**config.mk**
```make
export PLATFORM = sky130hd
export DESIGN_NAME = sensor_scan_ctrl
export DESIGN_NICKNAME = d
export VERILOG_FILES = /design/src/rtl/sensor_scan_ctrl.sv
export SDC_FILE = /design/constraint.sdc
export NUM_CORES = 1
export LEC_CHECK = 0
export ABC_AREA = 1
export CAP_MARGIN = 20
export CORE_MARGIN = 8
export CORE_UTILIZATION = 54
export CTS_BUF_LIST = sky130_fd_sc_hd__clkbuf_4 sky130_fd_sc_hd__clkbuf_8
export DETAILED_ROUTE_END_ITERATION = 16
export MAX_ROUTING_LAYER = met4
export PLACE_DENSITY = 0.8
export SYNTH_ARGS = -nofsm -noshare
export SYNTH_HDL_FRONTEND = slang
export SYNTH_SLANG_ARGS = --single-unit
export TNS_END_PERCENT = 5
```
**constraint.sdc**
```tcl
create_clock -name clk -period 1.94 [get_ports clk]
set_input_delay 0.388 -clock clk [delete_from_list [all_inputs] [get_ports clk]]
set_output_delay 0.388 -clock clk [all_outputs]
set_load 0.01 [all_outputs]
```
**src/rtl/sensor_scan_ctrl.sv**
```systemverilog
// Time-multiplexed scanner for NUM_GROUPS 4-bit sensor groups on one shared bus.
// Selects a group, waits SETTLE cycles, samples it, debounces errors, raises a sticky alarm.
//   clk/n_rst    : clock, asynchronous active-low reset
//   enable       : 1 = scan runs, 0 = scan pauses in IDLE
//   sensors      : muxed sensor group selected by group_sel
//   ack          : alarm acknowledge pulse
//   group_sel    : group index to the external mux
//   err_vec      : debounced error status, one bit per group
//   alarm        : sticky alarm, alarm_group = group that raised it
//   scan_done    : one-cycle pulse after the last group is sampled
module sensor_scan_ctrl #(
    parameter int NUM_GROUPS = 4,
    parameter int SETTLE     = 2,
    parameter int DEBOUNCE   = 3,
    localparam int GW = (NUM_GROUPS > 1) ? $clog2(NUM_GROUPS) : 1
) (
    input  logic                  clk,
    input  logic                  n_rst,
    input  logic                  enable,
    input  logic [3:0]            sensors,
    input  logic                  ack,
    output logic [GW-1:0]         group_sel,
    output logic [NUM_GROUPS-1:0] err_vec,
    output logic                  alarm,
    output logic [GW-1:0]         alarm_group,
    output logic                  scan_done
);

    localparam int SW = (SETTLE > 1) ? $clog2(SETTLE) : 1;
    localparam int CW = $clog2(DEBOUNCE + 1);

    localparam logic [SW-1:0] SETTLE_LAST = SW'(SETTLE - 1);
    localparam logic [CW-1:0] CNT_SAT     = CW'(DEBOUNCE);
    localparam logic [CW-1:0] CNT_ARM     = CW'(DEBOUNCE - 1);
    localparam logic [GW-1:0] LAST_GRP    = GW'(NUM_GROUPS - 1);

    typedef enum logic [1:0] {
        ST_IDLE,
        ST_SETTLE,
        ST_SAMPLE
    } state_t;

    state_t        r_state;
    logic [SW-1:0] r_settle_cnt;
    logic [CW-1:0] r_cnt [NUM_GROUPS];

    logic w_err;
    logic w_sat;
    logic w_arm;

    assign w_err = sensors[0] | (sensors[1] & (sensors[2] | sensors[3]));
    assign w_sat = (r_cnt[group_sel] == CNT_SAT);
    // Alarm event: the counter of the sampled group steps onto saturation.
    assign w_arm = (r_state == ST_SAMPLE) && w_err
                   && (r_cnt[group_sel] == CNT_ARM);

    always_ff @(posedge clk or negedge n_rst) begin
        if (!n_rst) begin
            r_state      <= ST_IDLE;
            r_settle_cnt <= '0;
            group_sel    <= '0;
            err_vec      <= '0;
            alarm        <= 1'b0;
            alarm_group  <= '0;
            scan_done    <= 1'b0;
            for (int i = 0; i < NUM_GROUPS; i++) begin
                r_cnt[i] <= '0;
            end
        end else begin
            scan_done <= 1'b0;

            // A new event overrides an ack arriving in the same cycle.
            if (w_arm) begin
                alarm <= 1'b1;
                if (!alarm || ack) begin
                    alarm_group <= group_sel;
                end
            end else if (ack) begin
                alarm <= 1'b0;
            end

            unique case (r_state)
                ST_IDLE: begin
                    if (enable) begin
                        r_state      <= ST_SETTLE;
                        r_settle_cnt <= '0;
                    end
                end
                ST_SETTLE: begin
                    if (!enable) begin
                        r_state <= ST_IDLE;
                    end else if (r_settle_cnt == SETTLE_LAST) begin
                        r_state <= ST_SAMPLE;
                    end else begin
                        r_settle_cnt <= r_settle_cnt + 1'b1;
                    end
                end
                ST_SAMPLE: begin
                    if (w_err) begin
                        if (!w_sat) begin
                            r_cnt[group_sel] <= r_cnt[group_sel] + 1'b1;
                        end
                        if (w_arm) begin
                            err_vec[group_sel] <= 1'b1;
                        end
                    end else begin
                        r_cnt[group_sel]   <= '0;
                        err_vec[group_sel] <= 1'b0;
                    end
                    scan_done    <= (group_sel == LAST_GRP);
                    group_sel    <= (group_sel == LAST_GRP) ? '0
                                    : group_sel + 1'b1;
                    r_settle_cnt <= '0;
                    r_state      <= enable ? ST_SETTLE : ST_IDLE;
                end
                default: begin
                    r_state <= ST_IDLE;
                end
            endcase
        end
    end

endmodule
```
==> results of run 1 <==
-- path summary, 6_finish.rpt --
path / endpoint / startpoint / slack [ns] / cells after the start
worst max register to register: r_cnt[5] / group_sel[0] / 0.15 / 9
worst min register to register: flip-flop / flip-flop / 0.49 / 2
worst min-delay path: alarm_group[0] / n_rst / 0.41 / 2
min in group clk: flip-flop / flip-flop / 0.49 / 2
max in group asynchronous: group_sel[1] / n_rst / 1.32 / 2
worst max-delay path: group_sel[0] / group_sel[0] / 0.12 / 1
-- cell usage after synthesis (2+ instances only) --
cell / n
nand3_2: 2
a21oi_1: 2
o21ai_0: 7
nor2_1: 5
inv_1: 19
nand2_2: 4
nand3_1: 15
inv_2: 5
ha_1: 6
nand2_1: 37
nor2_4: 2
dfrtp_1: 21
o21ai_1: 3
nand2_4: 2
-- power groups by stage --
stage               Combinational (mW)  Clock [mW]  Sequential, mW
finish                           0.812       0.224           0.649
global route                     0.894       0.249           0.658
CTS                              0.812       0.233           0.646
detailed placement               0.802           0           0.654
global placement                 0.773           0           0.643
floorplan                        0.510           0           0.656
-- metrics by stage --
step / area [µm²] / power, mW
2_1_floorplan: 1115 / 1.166
3_3_place_gp: 1326 / 1.416
6_report: 1356 / 1.685
4_1_cts: 1356 / 1.690
5_1_grt: 1356 / 1.802
3_5_place_dp: 1326 / 1.456
-- final cells by class --
type,count,area [µm²],share of cell area
multi-input cells,89,499.2,0.3681
flip-flops and latches,21,525.5,0.3875
repair buffers,18,177.7,0.1310
inverters,24,90.09,0.06642
clock buffers,4,30.03,0.02214
well taps,27,33.78,0.02491
-- per-layer routing --
metal  wire, µm  vias up  global-route usage
li1           -      464                   -
met1        995      458              0.1630
met2       1209       43              0.2627
met3        249        7             0.03967
met4         46        0             0.06169
met5          0        -                   -
-- kinds of logic (layout without fill, tap and decap cells) --
family,count (synthesis),count (layout),share of synthesized area
fa+ha+maj,6,6,0.06734
buf+inv,24,46,0.08081
simple gates,68,68,0.2952
flops,21,21,0.4714
compound gates,15,15,0.08530
==> reports/metrics.cfg, run 1 <==
[status]
outcome=finished, final reports clean

[logic_synthesis]
syn_area_mm2=0.001115
synthArstFlopShare=1.000
synthesis.nets=148
ys_types=18
synth_top_area_share=0.4714
synth-seq-cells=21
yosys_warnings=0
yosys.area.top_type=dfrtp_1
avgSynthCellArea_um2=8.320
synth_area_leaders=dfrtp_1, nand2_1, ha_1
synth_cells=134
synth_edf_count=0
ys_seq_area_frac=0.4714
synthFlopType=dfrtp_1

[timing]
rsz0062_at_grt=no
fin_setup_tns_ns=0
finalSetupViolations=0
tightest_slew_ns=0.2815
hold_viol=0
relSlewSlack=0.8123
fin_worst_skew_ns=0.005074
maxSlewViolCount=0
fmax_ghz=0.5504
finalCriticalPeriod_ns=1.817
setup_ws_ns=0.1233
period_share=0.9365
holdWs_ns=0.4109

[global_routing]
first_global_vias=982
track_usage=0.1526
grt_max_degree=22
grt-ovfl-total=0
grt_pass1_wl_um=4202
antenna_found_initial=0

[worst_setup_path]
crit_required_ns=1.55
path_class=flip-flop to output port
cp_top_family=buffers and inverters
cp_data_arrival_time_ns=1.43
slowest_delay_ns=0.60
endpoint_kind=output port
critPathLaunchType=flip-flop
crit_path_top_delay_cell=clkdlybuf4s50_1
cp_num_buf_inv=1
path_cells=clkdlybuf4s50_1
crit_path_max_fanout=8

[pwr]
power.share.combinational=0.482
p_leak_nw=0.6835
swShare=0.4341
p_sw_uw=731.3
power_density_mw_per_mm2=1242
pwr-share-clk=0.133
internal-power_uw=953.4
power.share.sequential=0.385
ir_worst_vdd_mv=0.7861

[layout]
syn_to_final_growth_pct=21.66
drive_gt1_frac=0.1474
fin_nets=171
stdcell_count=183
final_common_cell=nand2_1
utilization=0.6913
antenna_cells=0
mostFrequentLayoutCells=nand2_1, dfrtp_1, inv_1, clkdlybuf4s50_1, nand3_1
fillers=168

[worst_hold_path]
hp-class=input pin to async pin

[placed_design]
place_inst=179
pre_cts_ws_ns=0.2187
routabilityCongestion=0.8549
portBuffers=17
hpwl_um=1934

[route]
viasPerCell=5.311
drc=0
dr.pass1.iters=4
wl_per_cell_um=13.66
dr_total_vias=972
first_iter_violations=21
drt-total-wl_um=2500
ant_nets=0

[cts]
worst_skew_pair.late_latency_ns=0.31
h-tree-depth=1
cts.sinks=21
cts_tree=done
cts-buffers-inserted=3
clk_pin_slew_ns=0.11
ctsResizeCount=0
post_cts_buffers=0
cts_root_buf=clkbuf_4
hold_buffers=0
ctsLongestPathBuffers=2

[floorplanning]
die-area_mm2=0.003774
rows=16
core_mm2=0.001962
io_pins=18
initial_utilization=0.5682
fp.dieW_um=61.44
die_h_um=61.44

[run]
maxCapViolations=0

Power figures use the tool's default switching activity.
==> inputs of run 2 (changes only) <==
CORE_UTILIZATION = 49   (was 54)
PLACE_DENSITY = 0.77   (was 0.8)
clock period = 1.59 ns   (was 1.94 ns; I/O delays follow)
==> run 2 against run 1 <==
  * The flow now finishes with violations (setup timing)
  * Die area rose by 7.5%
  * Routed wire length increased by 9.6%
  * Sequential share of layout area shrank 3.8 points
  * Combinational power is 74% higher
  * Count of clock-buffer cells in the layout is the same
  * Critical path type is now flip-flop to flip-flop
  * Highest routed layer unchanged
==> reports/metrics.cfg, run 2 (synthesis gave the netlist of run 1 again) <==
[floorplanning]
fp.dieW_um=63.70  ; +3.7%
core_mm2=0.002191  ; +12%
rows=17  ; +1
die_h_um=63.70  ; +3.7%
io_pins=18  ; unchanged
die-area_mm2=0.004058  ; +7.5%
initial_utilization=0.5089  ; -0.05939

[route]
viasPerCell=5.094  ; -4.1%
first_iter_violations=47  ; +120%
drt-total-wl_um=2741  ; +9.6%
drc=0  ; unchanged
ant_nets=0  ; unchanged
wl_per_cell_um=14.28  ; +4.5%
dr.pass1.iters=4  ; unchanged
dr_total_vias=978  ; +0.62%

[worst_setup_path]
reg2reg_slack_ns=-0.01  ; -0.16 ns
path_cells=o21ai_1 -> o22ai_4 -> ha_4 -> inv_2 -> nor2_4 -> nand2_2 -> inv_2 -> nand2_1 -> nand2_1
crit_path_max_fanout=7  ; -1
critPathLaunchType=flip-flop
path_class=flip-flop to flip-flop
cp_data_arrival_time_ns=1.86  ; +0.43 ns
reg2reg_depth=9  ; unchanged
crit_required_ns=1.85  ; +0.30 ns
slowest_delay_ns=0.49  ; -0.11 ns
endpoint_kind=flip-flop
crit_path_top_delay_cell=dfrtp_2

[cts]
clk_pin_slew_ns=0.12  ; about the same
ctsLongestPathBuffers=2  ; unchanged
worst_skew_pair.late_latency_ns=0.31  ; about the same
cts-buffers-inserted=3  ; unchanged
cts_root_buf=clkbuf_4
cts.sinks=21  ; unchanged
cts_tree=done
hold_buffers=0  ; unchanged
h-tree-depth=1  ; unchanged

[timing]
fin_worst_skew_ns=0.003540  ; -0.001534 ns
relSlewSlack=0.8092  ; -0.003078
finalSetupViolations=4  ; +4
rsz0062_at_grt=yes
setup_ws_ns=-0.01207  ; -0.1354 ns
period_share=1.008
tightest_slew_ns=0.2842  ; +0.002710 ns
fmax_ghz=0.6242
maxSlewViolCount=0  ; unchanged
hold_viol=0  ; unchanged
finalCriticalPeriod_ns=1.602

[layout]
syn_to_final_growth_pct=35.58
mostFrequentLayoutCells=nand2_1, dfrtp_1, nand3_1, inv_1, clkdlybuf4s50_1
antenna_cells=0  ; unchanged
fin_nets=179  ; +4.7%
drive_gt1_frac=0.2866  ; +0.1391
multi_input_area_um2=578.1  ; +16%
fillers=179  ; +6.5%
stdcell_count=192  ; +4.9%
final_common_cell=nand2_1
register_area_um2=528.0  ; +0.48%

[placed_design]
hpwl_um=1806  ; -6.6%
routabilityCongestion=0.8720  ; +2.0%
place_inst=184  ; +2.8%
portBuffers=17  ; unchanged
pre_cts_ws_ns=-0.04308  ; -0.2618 ns

[global_routing]
track_usage=0.1297  ; -0.02295
grt_pass1_wl_um=4050  ; -3.6%
first_global_vias=933  ; -5.0%
antenna_found_initial=0  ; unchanged
grt_max_degree=22  ; unchanged
grt-ovfl-total=0  ; unchanged

[pwr]
power_density_mw_per_mm2=1655  ; +33%
p_leak_nw=0.7694  ; +13%
ir_worst_vdd_mv=1.037  ; +32%

[worst_hold_path]
hp-class=input pin to async pin

[run]
maxCapViolations=0  ; unchanged

[status]
outcome=finished with violations
violations=setup timing

-- run 2: cell count changes in the layout (fill, tap and decap cells not counted), moves of 3 or more --
cell,before,now
clkdlybuf4s50_1,17,13
buf_4,1,7
inv_1,19,14
nand2_1,37,34
inv_2,5,9
-- run 2: layout make-up --
cell class                 instances  area share
multi-input combinational         89      0.3824
timing repair buffer              26      0.1639
sequential                        21      0.3493
inverter                          24     0.06126
clock buffer                       4     0.01987
tap                               28     0.02318
-- run 2: metrics by stage --
step,hold slack [ns],power (mW),utilization,cell area (µm²),TNS [ns]
floorplan,0.02241,1.423,-,1115,0
global placement,0.4620,1.795,0.6196,1358,0
detailed placement,0.4619,1.821,0.6196,1358,-0.1011
CTS,0.3504,2.130,0.6408,1404,-0.002136
global route,0.3656,2.655,0.6899,1511,-0.9189
finish,0.3394,2.502,0.6899,1511,-0.03034
-- run 2: repair_timing --
item	in CTS	in global routing
setup buffers	2	2
resized for setup	5	27
setup endpoints to repair	14	17
pin swaps	1	9
-- run 2: worst max-delay path, delay by kind of cell (launching register included) --
kind	cells	cell delay, ns
adder cells (fa/ha/maj)	1	0.17
buffers and inverters	2	0.12
AND/OR/NAND/NOR	4	0.33
flip-flops	1	0.49
AO/OA/AOI/OAI	2	0.42
-- run 2: final timing paths --
kind                              start        endpoint
max                        group_sel[0]       flip-flop
min                               n_rst  alarm_group[1]
max reg2reg                group_sel[0]       flip-flop
min reg2reg                   flip-flop       flip-flop
max in group asynchronous         n_rst    group_sel[0]
min in group clk              flip-flop       flip-flop
-- run 2: report_power, final --
part | total [mW] | internal, mW | switching [mW]
clock network | 0.283 | 0.115 | 0.168
registers | 0.808 | 0.676 | 0.132
logic | 1.41 | 0.612 | 0.798
total | 2.50 | 1.40 | 1.10
-- run 2: layer usage --
| layer | share of wire | GRT usage | vias up |
|---|---|---|---|
| li1 | - | - | 476 |
| met1 | 0.44 | 0.1497 | 459 |
| met2 | 0.47 | 0.1990 | 34 |
| met3 | 0.067 | 0.03357 | 9 |
| met4 | 0.027 | 0.07521 | 0 |
| met5 | 0 | - | - |
